### config.mk
export PLATFORM = sky130hd
export DESIGN_NAME = if_id_stage
export DESIGN_NICKNAME = d
export VERILOG_FILES = /design/src/rtl/if_id_stage.sv
export SDC_FILE = /design/constraint.sdc
export NUM_CORES = 1
export LEC_CHECK = 0
export ABC_CLOCK_PERIOD_IN_PS = 2410
export CAP_MARGIN = 5
export CORE_ASPECT_RATIO = 0.8
export CORE_MARGIN = 2
export CORE_UTILIZATION = 43
export DETAILED_ROUTE_END_ITERATION = 8
export GPL_ROUTABILITY_DRIVEN = 0
export PLACE_DENSITY = 0.88
export SLEW_MARGIN = 20
export SYNTH_ARGS = -nofsm -noshare
export SYNTH_HDL_FRONTEND = slang
export SYNTH_SLANG_ARGS = --single-unit
### constraint.sdc
create_clock -name clk -period 2.41 [get_ports clk]
set_input_delay 0.3615 -clock clk [delete_from_list [all_inputs] [get_ports clk]]
set_output_delay 0.3615 -clock clk [all_outputs]
set_load 0.005 [all_outputs]
### src/rtl/if_id_stage.sv
// IF/ID pipeline register with load-use hazard detection, flush-to-NOP and a
// saturating stall counter. PC_write and bubble are combinational from IF/ID and ID/EX.
module if_id_stage #(
   parameter logic [31:0] NOP_WORD = 32'h0000_0000,
   parameter int          CNT_W    = 16
) (
   input  logic             clk,
   input  logic             rst_n,
   input  logic [31:0]      Instruction,
   input  logic [31:0]      PC_sumado_value,
   input  logic             flush,
   input  logic             ID_EX_MemRead,
   input  logic [4:0]       ID_EX_rt,
   output logic             PC_write,
   output logic [31:0]      IF_ID_instruction,
   output logic [31:0]      IF_ID_pc_plus4,
   output logic             IF_ID_valid,
   output logic             bubble,
   output logic [CNT_W-1:0] stall_count
);

   localparam logic [1:0] ST_FILL  = 2'd0;
   localparam logic [1:0] ST_RUN   = 2'd1;
   localparam logic [1:0] ST_STALL = 2'd2;

   logic [1:0]       state_r;
   logic [1:0]       next_state_s;
   logic [31:0]      instr_r;
   logic [31:0]      pc_r;
   logic             valid_r;
   logic [CNT_W-1:0] count_r;
   logic [4:0]       rs_s;
   logic [4:0]       rt_s;
   logic             hz_s;
   logic             stall_s;
   logic             count_max_s;

   assign rs_s        = instr_r[25:21];
   assign rt_s        = instr_r[20:16];
   assign count_max_s = (count_r == {CNT_W{1'b1}});

   // Load-use detection; masked in FILL so the first fetch read is never acted on
   always_comb begin
      hz_s = 1'b0;
      if ((state_r != ST_FILL) && valid_r && ID_EX_MemRead && (ID_EX_rt != 5'd0) &&
          ((ID_EX_rt == rs_s) || (ID_EX_rt == rt_s))) begin
         hz_s = 1'b1;
      end else begin
         hz_s = 1'b0;
      end
   end

   assign stall_s  = hz_s & ~flush;
   assign PC_write = ~stall_s;
   assign bubble   = stall_s;

   // Next-state selection; a flush always returns to RUN
   always_comb begin
      next_state_s = ST_RUN;
      case (state_r)
         ST_FILL:  next_state_s = ST_RUN;
         ST_RUN:   next_state_s = stall_s ? ST_STALL : ST_RUN;
         ST_STALL: next_state_s = stall_s ? ST_STALL : ST_RUN;
         default:  next_state_s = ST_FILL;
      endcase
   end

   // State register
   always_ff @(posedge clk or negedge rst_n) begin
      if (!rst_n) begin
         state_r <= ST_FILL;
      end else begin
         state_r <= next_state_s;
      end
   end

   // IF/ID contents: flush beats stall, stall holds, otherwise load from fetch
   always_ff @(posedge clk or negedge rst_n) begin
      if (!rst_n) begin
         instr_r <= NOP_WORD;
         pc_r    <= 32'h0000_0000;
         valid_r <= 1'b0;
      end else if (flush) begin
         instr_r <= NOP_WORD;
         pc_r    <= PC_sumado_value;
         valid_r <= 1'b0;
      end else if (hz_s) begin
         instr_r <= instr_r;
         pc_r    <= pc_r;
         valid_r <= valid_r;
      end else begin
         instr_r <= Instruction;
         pc_r    <= PC_sumado_value;
         valid_r <= (state_r != ST_FILL);
      end
   end

   // Saturating stall counter, cleared only by reset
   always_ff @(posedge clk or negedge rst_n) begin
      if (!rst_n) begin
         count_r <= {CNT_W{1'b0}};
      end else if (stall_s && !count_max_s) begin
         count_r <= count_r + {{(CNT_W-1){1'b0}}, 1'b1};
      end else begin
         count_r <= count_r;
      end
   end

   assign IF_ID_instruction = instr_r;
   assign IF_ID_pc_plus4    = pc_r;
   assign IF_ID_valid       = valid_r;
   assign stall_count       = count_r;

endmodule

After elaboration in Yosys (flattened, before gate mapping)
Index checks and enable logic that the tools add are counted.
{"block": "totals", "in_bits": 73, "out_inout_bits": 83, "reg_bits": 83, "elab_cells": 35}
{"block": "op_classes", "reduce_logical": 11, "addsub": 1, "bitwise": 3, "n_eq_ne": 6, "n_mux": 9}
{"op": "2-to-1 mux 32 bit", "count": 4}
{"op": "adder 16 x 1 -> 16 bit (second input constant)", "count": 1}
{"op": "equality test 16 bit (second input constant)", "count": 1}
{"op": "equality test 5 bit", "count": 2}
{"op": "logical AND 1 bit", "count": 5}
{"op": "nonzero test 5 bit", "count": 1}
{"op": "one-hot mux 2 bit (2 select lines)", "count": 1}
{"op": "2-to-1 mux 1 bit", "count": 3}
{"op": "equality test 2 x 1 -> 1 bit (second input constant)", "count": 1}
{"op": "equality test 2 bit (second input constant)", "count": 1}
{"op": "logical NOT 2 bit", "count": 1}
{"op": "2-to-1 mux 2 bit", "count": 1}
{"op": "inequality test 2 bit (second input constant)", "count": 1}
{"op": "inverter 1 bit", "count": 2}
{"op": "nonzero test 2 bit", "count": 1}
{"op": "OR reduction 2 bit", "count": 1}
{"op": "AND 1 bit", "count": 1}
{"op": "logical NOT 1 bit", "count": 1}
{"op": "logical OR 1 bit", "count": 1}

Depth between registers and ports, before layout
Gate-level depths: netlist (run 1).
{"block": "depth", "ltp_word": 9, "mapped_depth": 8}

Worst setup path after synthesis (run 1)
No wires, ideal clock.
{"block": "synth_path", "kind": "input port to flip-flop", "from": "input ID_EX_rt[1]", "to": "register pc_r[22], in the netlist IF_ID_pc_plus4[22]", "slack_ps": 503, "cell_stages": 6, "setup_time_ps": 127, "arrival_ps": 1779, "path_cell_list": "or4_4 -> o2111ai_4 -> nor2_4 -> inv_6 -> buf_8 -> mux2_1"}
{"block": "synth_via", "elab_chain_cells": 5, "word_cells_on_any_way": 8, "classes_between": "3 x eq/ne; 1 x mux; 4 x reduce/logical"}
{"element": "start: declaration", "line": "13", "rtl": "input logic [4:0] ID_EX_rt,"}
{"element": "equality test 5 bit / nonzero test 5 bit (equally long branches)", "line": "46, 45"}
{"element": "logical OR 1 bit / logical AND 1 bit (equally long branches)", "line": "46, 45"}
{"element": "logical AND 1 bit (*)", "line": "45", "rtl": "if ((state_r != ST_FILL) && valid_r && ID_EX_MemRead && (ID_EX_rt != 5'd0) &&"}
{"element": "2-to-1 mux 1 bit (*)", "line": "45"}
{"element": "inequality test 2 bit (no line) (*)"}
{"element": "end signal: assignment", "line": "85", "rtl": "pc_r <= PC_sumado_value;"}
{"element": "end signal: assignment", "line": "89", "rtl": "pc_r <= pc_r;"}
{"element": "end signal: assignment", "line": "93", "rtl": "pc_r <= PC_sumado_value;"}
{"element": "end: declaration", "line": "29", "rtl": "logic [31:0] pc_r;"}
Every way passes the cells marked *; elsewhere a longest branch is shown, timed or not.
A chain may end at the register's enable or synchronous reset.

Final worst setup path (run 1)
{"block": "layout_path", "from": "input ID_EX_rt[1]", "to": "register pc_r[3], in the netlist IF_ID_pc_plus4[3]"}
Same word-level chain as after synthesis.

==> results.md, run 1 <==
- Port buffer count: 155
- Placed Cells: 588
- Yosys cell types: 39
- RSZ-0062 raised after global routing: false
- Placed Area: 5580 µm²
- Tcrit/Tclk final: 0.9800
- Crit start category: input port
- 1st-iter DRT viols: 121
- I/O pins: 156
- Worst-margin pin slew: 549.6 ps
- Core Region: 8521 µm²
- Top sig layer: met4
- Met1 WL: 4268 µm
- Routed Antenna Nets: 0
- Dpl hpwl: 7664 µm
- Clock latency on the worst-skew pair: 350 ps
- Switching power: 0.7898 mW
- Top cell type's share of synthesized area: 0.5479
- Max Slew Vio Count: 0
- Asr flop ratio synth: 1.000
- Via density per instance: 5.193
- Synth Area in Adders: 0.009901
- Pwr Density: 536.3 nW/µm²
- CP required: 2650 ps
- CP Capture Type: flop
- Max transition margin: 0.6336
- Met3 WL post-DR: 1047 µm
- Worst hold path type: reg2reg
- Final Setup Violations: 0
- Reg power frac: 0.490
- P&R area growth vs syn: 53.40%
- Sw frac: 0.2532
- Sequential-to-total area share from yosys stat: 0.5479
- Total CTS buffers: 9
- Layout Nets: 566
- Largest cells by area after synthesis: dfrtp_1 55%, mux2_4 7.9%, nand2b_1 5.4%, nand3_1 5.3%, xnor2_1 4.9%
- Setup Crit Path Kind: in2reg
- Cells after Synth: 316
- Top_reg_cell synth: dfrtp_1
- Die Wd: 109.0 µm
- Commonest non-fill, non-tap cell in the layout: clkdlybuf4s50_1
- Post-layout instance area: 5816 µm²
- EDFF count, synth: 0
- Die area: 9589 µm²
- Number of global-route vias before repair: 3,177
- Synthesis Warnings: 0
- Global-route wire length before repair: 15,940 µm
- H-tree depth: 3
- Reg clk slew, reported paths: 90 ps
- Fmax: 0.4234 GHz
- Area leader, netlist: dfrtp_1
- GRT Util Overall: 0.2193
- Clk buf depth: 2
- Combinational power share: 0.175
- Most frequent cells in the layout: 152 x clkdlybuf4s50_1, 83 x dfrtp_1, 40 x nand3_1
- Drt wl/cell: 17.08 µm
- Final hold vios: 0
- Pwr Total: 3.119 mW
- Largest net degree at the start of global routing: 48
- Non-Filler Instances: 607
- Post-synthesis simple-gate area fraction: 0.1604
- Initial antenna violation count: 0
- Max cap viols: 0
- Max Fanout on Critical Path: 17
- Antenna cells: 0
- Detailed Route WL: 10,370 µm
- Internal Pwr Total: 2.329 mW
- Clock Skew: 9.168 ps
- Synthesized flop and latch total: 83
- Die H: 87.99 µm
- Setup TNS: 0 ps
- Static Leak: 2.424 nW
- Post-synthesis compound-gate area fraction: 0.06832
- Synth Cell Area: 3791 µm²
- Largest family of logic cells by synthesized area: simple AND/OR/NAND/NOR gates
- Multiplexer area fraction after synthesis: 0.1238
- Share of layout cells above drive strength 1: 0.1576
- Initial Util: 0.4449
- Period minus WS final: 2362 ps
- CTS tree: built
- Row Count: 30
- Post-Synth XOR/XNOR Area: 0.05083
- Syn Nets: 392
- Worst VDD drop: 0.2818 mV
- CTS Sinks: 83
- Met2 WL: 4872 µm
- Hold Slack: 491.7 ps
- Global route overflow: 0
- Status: completed
- Clock power frac: 0.335
- Arrival @ worst endpoint: 2600 ps
- DR vias: 3,152
- Clock root cell: clkbuf_8
- # DRC: 0
- First-pass DRT Iterations: 4
- Syn_area_per_cell: 12.00 µm²
- Filler cells: 642
[critical path, cell delays in order]
cell and delay (ps):
clkdlybuf4s50_1 420, or4_4 570, o2111ai_4 250, nor2_4 60, buf_4 160, inv_6 40, buf_4 200, buf_12 200
mux2_4 320
[path summary, 6_finish.rpt]
path	slack, ps	end	cells after the start	start
min in group asynchronous	510	IF_ID_instruction[30]	2	rst_n
setup / recovery	50	IF_ID_pc_plus4[3]	9	ID_EX_rt[1]
hold reg to reg	490	IF_ID_pc_plus4[23]	1	IF_ID_pc_plus4[23]
hold / removal	490	IF_ID_pc_plus4[23]	1	IF_ID_pc_plus4[23]
setup reg to reg	240	stall_count[13]	9	state_r[0]
max in group asynchronous	1250	IF_ID_instruction[17]	3	rst_n
[timing repair]
item | CTS | global route
setup endpoints to repair | 2 | 1
pin swaps | 1 | 1
cloned | 0 | 0
hold endpoints to repair | 36 | 0
hold buffers | 1 | 0
resized for setup | 4 | 2
setup buffers | 1 | 1
[layer usage]
layer | global-route usage | vias up
met5 | 0 | -
met4 | 0.06876 | 0
met3 | 0.08259 | 20
met2 | 0.3648 | 160
met1 | 0.2661 | 1515
li1 | - | 1457
[logic make-up (layout without fill, tap and decap cells)]
group / count (synthesis) / after routing
AO/OA/AOI/OAI: 43 / 43
flip-flops: 83 / 83
multiplexers: 35 / 35
buffers and inverters: 23 / 202
adder cells (fa/ha/maj): 3 / 3
XOR/XNOR: 22 / 22
AND/OR/NAND/NOR: 107 / 107
[stage by stage]
stage / setup slack (ps) / util
after floorplan: 503.5 / -
after global placement: -223.1 / 0.6549
after detailed placement: -238.4 / 0.6549
after CTS: -60.62 / 0.6816
after global routing: 7.696 / 0.6825
final: 48.09 / 0.6825
[cell usage after synthesis, types with 2 or more instances]
cell / count
dfrtp_1: 83
mux2_2: 7
nand2_1: 8
nand3_1: 40
buf_2: 4
ha_1: 3
nand4b_1: 2
clkbuf_1: 8
buf_1: 2
nor3_1: 3
xnor2_1: 21
inv_1: 4
buf_12: 2
and2_1: 2
a21oi_1: 3
nand4_1: 8
mux2_1: 8
nor2_1: 3
nand2b_1: 33
and3_1: 2
o21ai_0: 33
mux2_4: 20
[power groups by stage]
stage / clock network (mW) / registers [mW] / logic [mW]
2_1_floorplan: 0 / 1.55 / 0.164
3_3_place_gp: 0 / 1.55 / 0.527
3_5_place_dp: 0 / 1.56 / 0.544
4_1_cts: 1.07 / 1.53 / 0.550
5_1_grt: 1.14 / 1.54 / 0.590
6_report: 1.04 / 1.53 / 0.546
[final cells by class]
cell class / instances / area [µm²] / share of cell area
Clock inverter: 6 / 71.32 / 0.01226
Tap cell: 112 / 140.1 / 0.02410
Clock buffer: 10 / 137.6 / 0.02367
Sequential cell: 83 / 2077 / 0.3571
Multi-Input combinational cell: 210 / 1588 / 0.2730
Timing Repair Buffer: 181 / 1778 / 0.3057
Inverter: 5 / 23.77 / 0.004088
[registers in the layout, summed over array words and instances, names as in the netlist]
| register | count |
|---|---|
| IF_ID_valid | 1 |
| stall_count | 16 |
| state_r | 2 |
| IF_ID_pc_plus4 | 32 |
| IF_ID_instruction | 32 |
Note: power is estimated with default switching activity, not from simulation.
==> run 2: changes to the inputs <==
--- a/config.mk
+++ b/config.mk
@@ -13,7 +13,6 @@
 export DETAILED_ROUTE_END_ITERATION = 8
 export GPL_ROUTABILITY_DRIVEN = 0
 export PLACE_DENSITY = 0.88
-export SLEW_MARGIN = 20
 export SYNTH_ARGS = -nofsm -noshare
 export SYNTH_HDL_FRONTEND = slang
 export SYNTH_SLANG_ARGS = --single-unit
==> results of run 2 <==
The final DEF is identical to that of run 1; final timing and power are the same.
==> run 3: changes to the inputs <==
--- a/config.mk
+++ b/config.mk
@@ -9,10 +9,11 @@
 export CAP_MARGIN = 5
 export CORE_ASPECT_RATIO = 0.8
 export CORE_MARGIN = 2
-export CORE_UTILIZATION = 43
+export CORE_UTILIZATION = 44
+export CTS_BUF_LIST = sky130_fd_sc_hd__clkbuf_8
 export DETAILED_ROUTE_END_ITERATION = 8
 export GPL_ROUTABILITY_DRIVEN = 0
-export PLACE_DENSITY = 0.88
+export PLACE_DENSITY = 0.9
 export SYNTH_ARGS = -nofsm -noshare
 export SYNTH_HDL_FRONTEND = slang
 export SYNTH_SLANG_ARGS = --single-unit
==> run 3 against run 2 <==
  * Sequential cell count is the same
  * Register-to-register slack lost 50 ps
  * First-iteration DRC count grew 21%
  * Non-clock buffer count grew 3
  * Die area shrank 2.2%
  * Count of clock-buffer cells in the layout is the same
  * Critical endpoint is now bubble
  * Highest routed layer unchanged
==> results.md, run 3 (synthesis gave the netlist of run 1 again) <==
- Largest net degree at the start of global routing: 42 (was 48)
- Reg clk slew, reported paths: 80 ps (was 90 ps)
- Max Fanout on Critical Path: 3 (was 17)
- Number of global-route vias before repair: 3,077 (was 3,177)
- Most frequent cells in the layout: 150 x clkdlybuf4s50_1, 83 x dfrtp_1, 40 x nand3_1 (was 152 x clkdlybuf4s50_1, 83 x dfrtp_1, 40 x nand3_1)
- Placed Cells: 592 (was 588)
- Status: completed (unchanged)
- Antenna cells: 0 (unchanged)
- Die H: 87.03 µm (was 87.99 µm)
- Tcrit/Tclk final: 0.9509 (was 0.9800)
- Drt wl/cell: 16.66 µm (was 17.08 µm)
- Final Setup Violations: 0 (unchanged)
- Crit start category: input port (unchanged)
- CTS tree: built (unchanged)
- Clock latency on the worst-skew pair: 350 ps (about the same)
- Layout Nets: 569 (was 566)
- Commonest non-fill, non-tap cell in the layout: clkdlybuf4s50_1 (unchanged)
- Filler cells: 613 (was 642)
- First-pass DRT Iterations: 4 (unchanged)
- Total CTS buffers: 9 (unchanged)
- RSZ-0062 raised after global routing: false (unchanged)
- Pwr Density: 511.4 nW/µm² (was 536.3 nW/µm²)
- # DRC: 0 (unchanged)
- Port buffer count: 155 (unchanged)
- Clk buf depth: 2 (unchanged)
- 1st-iter DRT viols: 146 (was 121)
- CP Capture Type: output pin (was flop)
- Core Region: 8408 µm² (was 8521 µm²)
- Dpl hpwl: 7530 µm (was 7664 µm)
- Max cap viols: 0 (unchanged)
- Initial Util: 0.4509 (was 0.4449)
- Period minus WS final: 2292 ps (was 2362 ps)
- Clock root cell: clkbuf_8 (unchanged)
- H-tree depth: 3 (unchanged)
- Static Leak: 2.422 nW (was 2.424 nW)
- DR vias: 3,096 (was 3,152)
- Non-Filler Instances: 609 (was 607)
- Global-route wire length before repair: 15,770 µm (was 15,940 µm)
- Fmax: 0.4364 GHz (was 0.4234 GHz)
- Clock Skew: 12.73 ps (was 9.168 ps)
- Max transition margin: 0.6309 (was 0.6336)
- Die area: 9380 µm² (was 9589 µm²)
- Largest stage delay, worst path: 570 ps (about the same)
- Worst VDD drop: 0.3057 mV (was 0.2818 mV)
- GRT Util Overall: 0.2167 (was 0.2193)
- Setup Crit Path Kind: in2out (was in2reg)
- Share of layout cells above drive strength 1: 0.1549 (was 0.1576)
- Worst-margin pin slew: 553.6 ps (was 549.6 ps)
- Die Wd: 107.8 µm (was 109.0 µm)
- Placed Area: 5623 µm² (was 5580 µm²)
- CTS Sinks: 83 (unchanged)
- Max Slew Vio Count: 0 (unchanged)
- Final hold vios: 0 (unchanged)
- Row Count: 30 (unchanged)
- Worst path cell trace: clkdlybuf4s50_1 -> or4_4 -> o2111ai_4 -> nor2_4 -> clkdlybuf4s15_1 (was clkdlybuf4s50_1 -> or4_4 -> o2111ai_4 -> nor2_4 -> buf_4 -> inv_6 -> buf_4 -> buf_12 -> mux2_4)
- Detailed Route WL: 10,140 µm (was 10,370 µm)
- I/O pins: 156 (unchanged)
- P&R area growth vs syn: 53.33% (was 53.40%)
- Initial antenna violation count: 0 (unchanged)
- Reg-to-Reg Start: state_r[0] (unchanged)
- CP required: 2050 ps (was 2650 ps)
- Crit path max-delay cell type: or4_4 (unchanged)
- Arrival @ worst endpoint: 1930 ps (was 2600 ps)
- Global route overflow: 0 (unchanged)
- Worst hold path type: in2async (was reg2reg)
- Via density per instance: 5.084 (was 5.193)
- Cell depth of the worst flop-to-flop path: 9 (unchanged)
- Post-layout instance area: 5813 µm² (was 5816 µm²)
- Crit path from: ID_EX_rt[3] (was ID_EX_rt[1])
- Routed Antenna Nets: 0 (unchanged)
run 3: routing by layer:
layer / wire (µm) / part of all wire / track usage
met5: 0 / 0 / 0
met4: 81 / 0.0080 / 0.05361
met3: 846 / 0.083 / 0.06731
met2: 4970 / 0.49 / 0.3728
met1: 4245 / 0.42 / 0.2684
run 3: critical path, delay by kind of cell:
| kind | cells | cell delay (ps) |
|---|---|---|
| AND/OR/NAND/NOR | 2 | 650 |
| AO/OA/AOI/OAI | 1 | 240 |
| buffers and inverters | 2 | 680 |
run 3: area by class of cell:
class,instances,area [µm²],area share
flip-flops and latches,83,2077,0.3573
repair buffers,184,1819,0.3130
clock buffers,10,137.6,0.02368
well taps,112,140.1,0.02411
clock inverters,5,30.03,0.005166
multi-input cells,210,1585,0.2727
inverters,5,23.77,0.004090
run 3: per-stage QoR:
| step | util | setup slack, ps | total power, mW | hold slack, ps | TNS, ps |
|---|---|---|---|---|---|
| floorplan | - | 503.5 | 1.716 | 65.91 | 0 |
| CTS | 0.6903 | -188.9 | 3.004 | 386.9 | -188.9 |
| finish | 0.6914 | 118.4 | 2.973 | 407.3 | 0 |
| detailed placement | 0.6688 | -223.9 | 2.110 | 226.1 | -4267 |
| global placement | 0.6688 | -207.8 | 2.086 | 225.4 | -3059 |
| global route | 0.6914 | 15.89 | 3.116 | 397.0 | 0 |
run 3: final timing paths:
| path | slack, ps | to |
|---|---|---|
| max in group asynchronous | 1380 | IF_ID_pc_plus4[19] |
| min in group clk | 500 | IF_ID_pc_plus4[25] |
| worst min-delay path | 410 | IF_ID_pc_plus4[22] |
| worst min register to register | 500 | IF_ID_pc_plus4[25] |
| worst max-delay path | 120 | bubble |
| worst max register to register | 190 | stall_count[14] |
run 3: power by group:
| part | total (mW) | internal, mW | switching [mW] | leakage, nW |
|---|---|---|---|---|
| clock | 0.892 | 0.394 | 0.498 | 0.0897 |
| combinational | 0.552 | 0.350 | 0.202 | 1.29 |
| sequential | 1.53 | 1.47 | 0.0603 | 1.04 |
| total | 2.97 | 2.21 | 0.760 | 2.42 |
run 3: timing repair:
action / 4_1_cts / 5_1_grt
hold endpoints to repair: 13 / 0
setup endpoints to repair: 2 / 4
buffers inserted: 1 / 0
resized for setup: 3 / 3
pin swaps: 2 / 2
hold buffers: 1 / 0
